**config.mk**
```make
export PLATFORM = sky130hd
export DESIGN_NAME = mux_reg_stream
export DESIGN_NICKNAME = d
export VERILOG_FILES = /design/src/rtl/mux_pkg.sv /design/src/rtl/rr_arbiter.sv /design/src/rtl/mux_reg_stream.sv
export SDC_FILE = /design/constraint.sdc
export NUM_CORES = 1
export LEC_CHECK = 0
export CELL_PAD_IN_SITES_DETAIL_PLACEMENT = 1
export CELL_PAD_IN_SITES_GLOBAL_PLACEMENT = 1
export CORE_UTILIZATION = 28
export DETAILED_ROUTE_END_ITERATION = 16
export PLACE_DENSITY_LB_ADDON = 0.3
export SLEW_MARGIN = 25
export SYNTH_ARGS = -nofsm -noshare
export SYNTH_HDL_FRONTEND = slang
export SYNTH_SLANG_ARGS = --single-unit
```
**constraint.sdc**
```tcl
create_clock -name clk -period 6.51 [get_ports clk]
set_clock_uncertainty 0.1 [all_clocks]
set_input_delay 1.302 -clock clk [delete_from_list [all_inputs] [get_ports clk]]
set_output_delay 1.302 -clock clk [all_outputs]
set_load 0.005 [all_outputs]
```
**src/rtl/mux_pkg.sv**
```systemverilog
// Shared definitions for the registered stream multiplexer.
//   MODE_DIRECT / MODE_RR : values of the mode input
//   DEFAULT_BUS_SIZE      : default data width per channel
//   DEFAULT_NUM_CH        : default channel count
//   clog2()               : ceiling log2, used to size channel indices
package mux_pkg;

    localparam logic MODE_DIRECT = 1'b0;
    localparam logic MODE_RR     = 1'b1;

    localparam int unsigned DEFAULT_BUS_SIZE = 16;
    localparam int unsigned DEFAULT_NUM_CH   = 16;

    // Ceiling log2; returns at least 1 so index vectors are never zero-width.
    function automatic int unsigned clog2(input int unsigned value);
        int unsigned res;
        res = 0;
        for (int unsigned i = 0; i < 32; i++) begin
            if ((32'd1 << i) < value) begin
                res = i + 1;
            end
        end
        if (res == 0) begin
            res = 1;
        end
        return res;
    endfunction

endpackage

```
**src/rtl/rr_arbiter.sv**
```systemverilog
// Round-robin arbiter (combinational).
// Grants the first requesting channel found while searching ptr, ptr+1, ...
// modulo NUM_CH.
//   req       in   NUM_CH  request vector
//   ptr       in   IDX_W   highest-priority channel this cycle
//   grant     out  NUM_CH  one-hot grant (all zero when no request)
//   grant_idx out  IDX_W   index of the granted channel (0 when none)
//   any       out  1       at least one request present
module rr_arbiter
    import mux_pkg::*;
#(
    parameter int unsigned NUM_CH = DEFAULT_NUM_CH,
    parameter int unsigned IDX_W  = clog2(NUM_CH)
) (
    input  logic [NUM_CH-1:0] req,
    input  logic [IDX_W-1:0]  ptr,
    output logic [NUM_CH-1:0] grant,
    output logic [IDX_W-1:0]  grant_idx,
    output logic              any
);

    // Rotating priority search; the first hit from ptr onwards wins.
    always_comb begin
        grant     = '0;
        grant_idx = '0;
        any       = 1'b0;
        for (int unsigned off = 0; off < NUM_CH; off++) begin
            logic [IDX_W-1:0] k;
            k = IDX_W'((32'(ptr) + off) % NUM_CH);
            if (!any && req[k]) begin
                any       = 1'b1;
                grant[k]  = 1'b1;
                grant_idx = k;
            end
        end
    end

endmodule

```
**src/rtl/mux_reg_stream.sv**
```systemverilog
// Registered N-channel stream multiplexer with valid/ready handshaking.
// DIRECT mode selects a channel by one-hot sel; RR mode arbitrates round-robin
// over ch_valid. Multi-hot selects in DIRECT mode are refused (never OR-merged)
// and counted in a saturating error counter with a sticky flag.
//   clk        in   1                 rising-edge clock
//   rst        in   1                 synchronous active-high reset
//   ch_data    in   NUM_CH*BUS_SIZE   flattened channel data
//   ch_valid   in   NUM_CH            per-channel valid
//   ch_ready   out  NUM_CH            per-channel accept (combinational, <=1 hot)
//   sel        in   NUM_CH            one-hot select (DIRECT mode)
//   mode       in   1                 0 = DIRECT, 1 = RR
//   out_data   out  BUS_SIZE          registered selected data
//   out_ch     out  IDX_W             source channel of out_data
//   out_valid  out  1                 output valid
//   out_ready  in   1                 downstream accept
//   sel_err    out  1                 sticky illegal-select flag
//   err_count  out  ERR_CNT_W         saturating illegal-select count
//   err_clr    in   1                 clears sel_err and err_count
module mux_reg_stream
    import mux_pkg::*;
#(
    parameter int unsigned BUS_SIZE  = DEFAULT_BUS_SIZE,
    parameter int unsigned NUM_CH    = DEFAULT_NUM_CH,
    parameter int unsigned IDX_W     = clog2(NUM_CH),
    parameter int unsigned ERR_CNT_W = 8
) (
    input  logic                       clk,
    input  logic                       rst,
    input  logic [NUM_CH*BUS_SIZE-1:0] ch_data,
    input  logic [NUM_CH-1:0]          ch_valid,
    output logic [NUM_CH-1:0]          ch_ready,
    input  logic [NUM_CH-1:0]          sel,
    input  logic                       mode,
    output logic [BUS_SIZE-1:0]        out_data,
    output logic [IDX_W-1:0]           out_ch,
    output logic                       out_valid,
    input  logic                       out_ready,
    output logic                       sel_err,
    output logic [ERR_CNT_W-1:0]       err_count,
    input  logic                       err_clr
);

    logic                can_load;
    logic                sel_multi;
    logic                sel_one;
    logic [IDX_W-1:0]    dir_idx;
    logic [NUM_CH-1:0]   dir_grant;

    logic [IDX_W-1:0]    ptr;
    logic [NUM_CH-1:0]   rr_grant;
    logic [IDX_W-1:0]    rr_idx;
    logic                rr_any;

    logic [NUM_CH-1:0]   grant;
    logic [IDX_W-1:0]    grant_idx;
    logic                grant_any;
    logic                xfer;
    logic                err_event;
    logic [BUS_SIZE-1:0] sel_data;
    logic [IDX_W-1:0]    ptr_next;

    // Output stage can accept new data when empty or draining this cycle.
    assign can_load = !out_valid || out_ready;

    // Clearing the lowest set bit leaves something only if two or more bits were set.
    assign sel_multi = |(sel & (sel - NUM_CH'(1)));
    assign sel_one   = (sel != '0) && !sel_multi;

    // One-hot to index encode; meaningful only when sel_one is high.
    always_comb begin
        dir_idx = '0;
        for (int unsigned i = 0; i < NUM_CH; i++) begin
            if (sel[i]) begin
                dir_idx = IDX_W'(i);
            end
        end
    end

    assign dir_grant = sel_one ? sel : '0;

    rr_arbiter #(
        .NUM_CH (NUM_CH),
        .IDX_W  (IDX_W)
    ) u_rr_arbiter (
        .req       (ch_valid),
        .ptr       (ptr),
        .grant     (rr_grant),
        .grant_idx (rr_idx),
        .any       (rr_any)
    );

    // Grant source follows the current mode in the same cycle.
    always_comb begin
        if (mode == MODE_RR) begin
            grant     = rr_grant;
            grant_idx = rr_idx;
            grant_any = rr_any;
        end else begin
            grant     = dir_grant;
            grant_idx = dir_idx;
            grant_any = sel_one;
        end
    end

    assign ch_ready  = (rst || !can_load) ? '0 : grant;
    assign xfer      = can_load && grant_any && ch_valid[grant_idx];
    assign err_event = (mode == MODE_DIRECT) && sel_multi && can_load;
    assign sel_data  = ch_data[32'(grant_idx)*BUS_SIZE +: BUS_SIZE];

    // Pointer moves just past the winner, wrapping at the last channel.
    assign ptr_next = (32'(grant_idx) == NUM_CH - 1) ? '0 : grant_idx + IDX_W'(1);

    // Output register and round-robin pointer.
    always_ff @(posedge clk) begin
        if (rst) begin
            out_valid <= 1'b0;
            out_data  <= '0;
            out_ch    <= '0;
            ptr       <= '0;
        end else begin
            if (xfer) begin
                out_data  <= sel_data;
                out_ch    <= grant_idx;
                out_valid <= 1'b1;
                if (mode == MODE_RR) begin
                    ptr <= ptr_next;
                end
            end else if (out_ready) begin
                out_valid <= 1'b0;
            end
        end
    end

    // Illegal-select tracking; a new event takes priority over a clear.
    always_ff @(posedge clk) begin
        if (rst) begin
            sel_err   <= 1'b0;
            err_count <= '0;
        end else if (err_event) begin
            sel_err <= 1'b1;
            if (err_clr) begin
                err_count <= ERR_CNT_W'(1);
            end else if (err_count != '1) begin
                err_count <= err_count + ERR_CNT_W'(1);
            end
        end else if (err_clr) begin
            sel_err   <= 1'b0;
            err_count <= '0;
        end
    end

endmodule

```
Yosys cells after proc, flatten, opt, wreduce, memory -nomap -nowiden
Index checks and enable logic that the tools add are counted.
{ "totals": {"elab_cells": 283, "ff_bits": 34, "out_inout_bits": 46, "in_bits": 293} }
{ "classes": {"eq_ne": 2, "n_reduce_logical": 63, "n_bitwise": 17, "addsub": 18, "mux": 143, "shift": 1, "n_lt_le_gt_ge": 33} }
{ "op_table": {"columns": ["op", "n"], "rows": [
  ["$mux W16", 19],
  ["$shiftx A256 B9 Y16", 1],
  ["$or A16 B16 Y16", 15],
  ["$mux W4", 30],
  ["$lt A4 B5 Y1 const B", 17],
  ["$bmux W1 S4", 17],
  ["$demux W1 S4", 16],
  ["$ge A4 B1 Y1 const B", 16],
  ["$mux W1", 55],
  ["$logic_and A1 B1 Y1", 36],
  ["$add A4 B4 Y4 const B", 8],
  ["$mux W8", 4],
  ["$logic_not A1 Y1", 18],
  ["$add A4 B3 Y4 const B", 4],
  ["$and A16 B16 Y16", 1],
  ["$reduce_bool A16 Y1", 1],
  ["$reduce_or A16 Y1", 1],
  ["$sub A16 B1 Y16 const B", 1],
  ["$add A4 B1 Y4 const B", 2],
  ["$add A4 B2 Y4 const B", 2],
  ["$add A8 B1 Y8 const B", 1],
  ["$ne A8 B8 Y1 const B", 1],
  ["$reduce_bool A2 Y1", 3],
  ["$eq A4 B4 Y1 const B", 1],
  ["other kinds (4)", 7]
]} }

Longest topological paths before layout
{ "depth": {"depth_word": 53, "mapped_depth": 25} }

By module
A second synthesis with hierarchy kept.
{ "hier_totals": {"cells_unflattened": 1301, "hier_area_um2": 9135.0} }
{ "modules_own_cells": {"columns": ["mod", "seq_area_each_um2", "cells_per_inst", "area_per_inst_um2", "instances"], "rows": [
  ["mux_reg_stream", 680.7, 668, 4892.2, 1],
  ["rr_arbiter", 0.0, 633, 4242.8, 1]
]} }

Worst setup path before layout
Ideal clock, no wire load.
{ "synth_path": {"path_kind": "flip-flop to output port", "start": "register ptr[1]", "end": "output ch_ready[14]", "t_arrival_ns": 4.872, "n_path_buf": 5, "stages_incl_launch_ff": 21, "path_slack_ns": 0.236, "path_cell_list": "dfxtp_1 > buf_2 > buf_1 > inv_1 > ha_1 > clkbuf_1 > clkbuf_1 > mux4_2 > mux2_2 > mux2i_4 > nand4_4 > or4_4 > buf_6 > nor2_1 > nand2_1 > nor2_1 > nor2_1 > o21ai_0 > a221o_1 > a21oi_1 > nor3_1"} }
{ "synth_between": {"elab_chain_cells": 50, "elab_cells_between_ends": 205, "cone_classes": "15 x add/sub; 32 x order compare; 97 x mux; 15 x bitwise; 46 x reduce/logical"} }
{ "synth_rtl": {"columns": ["element", "line_no", "source"], "rows": [
  ["start, declared", "mux_reg_stream.sv:49", "logic [IDX_W-1:0] ptr;"],
  ["start signal, assigned", "mux_reg_stream.sv:126", "ptr <= ptr_next;"],
  ["branches (longest 47 deep; another with $lt A4 B5 Y1)", null, null],
  ["$mux W16 *", "rr_arbiter.sv:30", "if (!any && req[k]) begin"],
  ["$mux W16 *", "mux_reg_stream.sv:94", "if (mode == MODE_RR) begin"],
  ["$mux W16 *", "mux_reg_stream.sv:105", "assign ch_ready = (rst || !can_load) ? '0 : grant;"],
  ["end, declared", "mux_reg_stream.sv:31", "output logic [NUM_CH-1:0] ch_ready,"]
]} }
Mark *: on every way between the ends. The select of a mux whose other input is x is not followed.

Final worst setup path
{ "layout_path": {"start": "input ch_valid[13]", "end": "output ch_ready[11]"} }
{ "layout_between": {"elab_chain_cells": 50, "elab_cells_between_ends": 110, "cone_classes": "65 x mux; 15 x bitwise; 30 x reduce/logical"} }
{ "layout_rtl": {"columns": ["element", "line_no", "source"], "rows": [
  ["start, declared", "mux_reg_stream.sv:30", "input logic [NUM_CH-1:0] ch_valid,"],
  ["$bmux W1 S4", "rr_arbiter.sv:30", null],
  ["$mux W1 (not written as such)", "rr_arbiter.sv:30", null],
  ["$mux W1", "rr_arbiter.sv:30", null],
  ["$logic_not A1 Y1", "rr_arbiter.sv:30", null],
  ["$logic_and A1 B1 Y1", "rr_arbiter.sv:30", null],
  ["$mux W1", "rr_arbiter.sv:30", null],
  ["$logic_not A1 Y1", "rr_arbiter.sv:30", null],
  ["$logic_and A1 B1 Y1", "rr_arbiter.sv:30", null],
  ["[34 not listed]", null, null],
  ["$logic_not A1 Y1", "rr_arbiter.sv:30", null],
  ["$logic_and A1 B1 Y1", "rr_arbiter.sv:30", null],
  ["$mux W1", "rr_arbiter.sv:30", null],
  ["$logic_not A1 Y1", "rr_arbiter.sv:30", null],
  ["$logic_and A1 B1 Y1", "rr_arbiter.sv:30", null],
  ["$mux W16 *", "rr_arbiter.sv:30", null],
  ["$mux W16 *", "mux_reg_stream.sv:94", null],
  ["$mux W16 *", "mux_reg_stream.sv:105", null]
]} }
Mark *: on every way between the ends. The rest lies on a longest branch, timed or not. The select of a mux whose other input is x is not followed.

==> impl_results.md <==
- Clock latency on the worst-skew pair: 0.28 ns
- F_max: 0.149 GHz
- Gr usage total: 31.7%
- RSZ-0062 raised after global routing: true
- Post-synth EDFFs: 0
- TritonCTS Sinks: 34
- Die Wd: 171 um
- DRT Wirelength: 48,400 um
- Dpl hpwl: 39,300 um
- # H-tree levels: 2
- Pin count of the biggest net entering global routing: 43
- Worst Setup End Kind: output pin
- Seq/Total Area, Yosys: 8.55%
- Status: complete, but fails checks
- WL/cell: 25.9 um
- Post-route clock period utilization: 103%
- Setup WS post-layout: -0.190 ns
- Worst path most repeated cell: buf_4
- Most common cell in the netlist: nand2_1
- MaxCap Viol Count: 0
- Layout cell share with drive strength beyond 1: 26.2%
- Core area: 0.0279 sq mm
- CTS max path bufs: 2
- Synth Register Bits: 34
- Synth cell count leaders: nand2_1, mux2_2, nor2_1, clkbuf_1, a222oi_1
- Setup tns final: -0.190 ns
- GRT overflow: 0
- Vias per inst: 6.14
- Post-Syn Area per Cell: 7.65 sq um
- DR DRC count: 0
- Slew Limit Fails: 0
- Clock Pin Slew Worst Setup and Hold Paths: 0.06 ns
- Fraction of registers with async set/reset: 0%
- # setup viols final: 1
- Num CTS Buffers: 5
- Hold Vio Cnt, Final: 0
- Buffers added on ports: 338
- Top FF cell, synth: dfxtp_1
- Worst slew pin tran: 0.977 ns
- Worst Path Arrival: 5.30 ns
- Warnings, synthesis: 0
- Layout area overhead: 68.1%
- Met1 Use GR: 41.2%
- Synthesized instance count: 1,041
- Final ANT Viol Nets: 0
- First-pass GRT wire length: 70,000 um
- Initial antenna violation count: 0
- PwrDens: 668 mW/mm^2
- Cell count after placement: 1,844
- Crit path max fanout: 7
- Worst hold path type: reg -> reg
- Core Rows: 61
- Kind of critical path: in -> out
- VDD IR max: 0.330 mV
- Drt pass-1 iters: 9
- CTS tree: built
- Die height: 171 um
- Starting Density: 28.6%
- Synth area leaders: mux2_2, dfxtp_1, a222oi_1
- Synth top area share: 10.7%
- Placer Congestion: 0.990
- Crit-path slowest cell: or4_4
- IO Count: 339
- First DRT Iteration DRCs: 1,240
- CP cell instances: clkdlybuf4s50_1 -> buf_4 -> mux4_2 -> buf_4 -> buf_4 -> o22ai_2 -> o21ai_2 -> or4_4 -> buf_4 -> nor2_1 -> buf_4 -> a22o_1 -> a221oi_1 -> o211ai_1 -> nor3b_2 -> clkdlybuf4s50_1
- Fillers: 3,293
- Finished Layout Cells: 1,868
- Failing checks: setup timing
- CTS Root Cell: clkbuf_16
- Cell variety after synth: 94
- Critical path launch point type: primary input
- GR peak layer: met2
- Die area: 0.0291 sq mm
- Post-Syn Nets: 1,349
- Slew HR: 34.9%
- Hold-fix buffers at CTS: 0
- Leak: 5.06 nW
- Vias: 11,500
- GRT met2 Usage: 53.0%
- Synth Cell Area: 0.00796 sq mm
- Tmin final: 6.70 ns
- Nets@finish: 1,797
- Number of global-route vias before repair: 11,500
- Diode count: 0
- CP max stage delay: 0.60 ns
- Cell taking the most area after synthesis: mux2_2
- Worst path required time: 5.11 ns
- GR Util met3: 4.28%
[state kept, by name (all words and copies together) (netlist names)]
register / flops
out_ch: 4
out_data: 16
sel_err: 1
ptr: 4
err_count: 8
out_valid: 1
[logic make-up (layout without fill, tap and decap cells)]
family / after synthesis / in the layout / synth area share (%)
AO/OA/AOI/OAI: 398 / 398 / 37.4
AND/OR/NAND/NOR: 315 / 315 / 19.9
multiplexers: 137 / 137 / 22.8
buffers and inverters: 122 / 571 / 6.69
flip-flops: 34 / 34 / 8.55
XOR/XNOR: 19 / 19 / 2.18
adder cells (fa/ha/maj): 16 / 16 / 2.48
[repair_timing]
action,4_1_cts,5_1_grt
endpoints found under the setup margin,16,18
pin swaps,11,10
resized for setup,46,43
buffers inserted,5,11
[worst max-delay path, delay by kind of cell]
| kind | cells | cell delay, ns |
|---|---|---|
| AO/OA/AOI/OAI | 5 | 0.77 |
| buffers and inverters | 7 | 1.81 |
| multiplexers | 1 | 0.50 |
| AND/OR/NAND/NOR | 3 | 0.89 |
[routing by layer]
layer,wire (um),up-vias
met5,0,-
met4,1950,0
met3,3690,107
met2,23100,579
met1,19600,5645
li1,-,5137
[where the power goes]
part / switching (mW) / total [mW] / internal (mW)
combinational: 4.75 / 8.33 / 3.59
clock: 0.0867 / 0.268 / 0.181
sequential: 0.0452 / 0.331 / 0.286
total: 4.88 / 8.93 / 4.06
[area by class of cell]
class | count | area (sq um) | area share [%]
inverter | 22 | 82.6 | 0.617
timing repair buffer | 541 | 4990 | 37.3
sequential | 34 | 681 | 5.09
multi-input combinational | 885 | 6990 | 52.2
clock buffer | 7 | 133 | 0.991
clock inverter | 1 | 30.0 | 0.224
tap | 378 | 473 | 3.53
[metrics by stage]
step | hold WS [ns] | setup WS, ns | utilization, % | total power [mW] | area [sq um]
6_report | 0.367 | -0.190 | 48.0 | 8.93 | 13400
5_1_grt | 0.383 | -0.354 | 48.0 | 9.36 | 13400
4_1_cts | 0.366 | -0.172 | 47.3 | 8.54 | 13200
3_5_place_dp | 0.360 | -0.497 | 46.3 | 8.11 | 12900
3_3_place_gp | 0.351 | -0.462 | 46.2 | 7.94 | 12900
2_1_floorplan | 0.360 | 0.236 | - | 4.76 | 7960
[layout by cell type (no fill, tap or decap), types with 24 or more instances in the layout]
cell	netlist	layout
mux4_2	22	24
nand3_1	49	49
dfxtp_1	34	34
a222oi_1	65	65
nor2_1	72	67
buf_4	2	194
o22ai_1	61	58
a21oi_1	63	59
o21ai_0	47	40
nand2_1	83	79
mux2i_1	31	27
mux2_2	76	72
clkdlybuf4s50_1	0	315
[path summary, 6_finish.rpt]
| path | start | endpoint | slack [ns] | depth (start not counted) |
|---|---|---|---|---|
| worst max-delay path | ch_valid[13] | ch_ready[11] | -0.19 | 16 |
| worst min-delay path | out_data[1]$_SDFFE_PP0P_ | out_data[1]$_SDFFE_PP0P_ | 0.37 | 2 |
| worst max register to register | ptr[0]$_SDFFE_PP0P_ | out_data[6]$_SDFFE_PP0P_ | 0.67 | 20 |
| worst min register to register | out_data[1]$_SDFFE_PP0P_ | out_data[1]$_SDFFE_PP0P_ | 0.37 | 2 |
(Power assumes the default switching activity.)
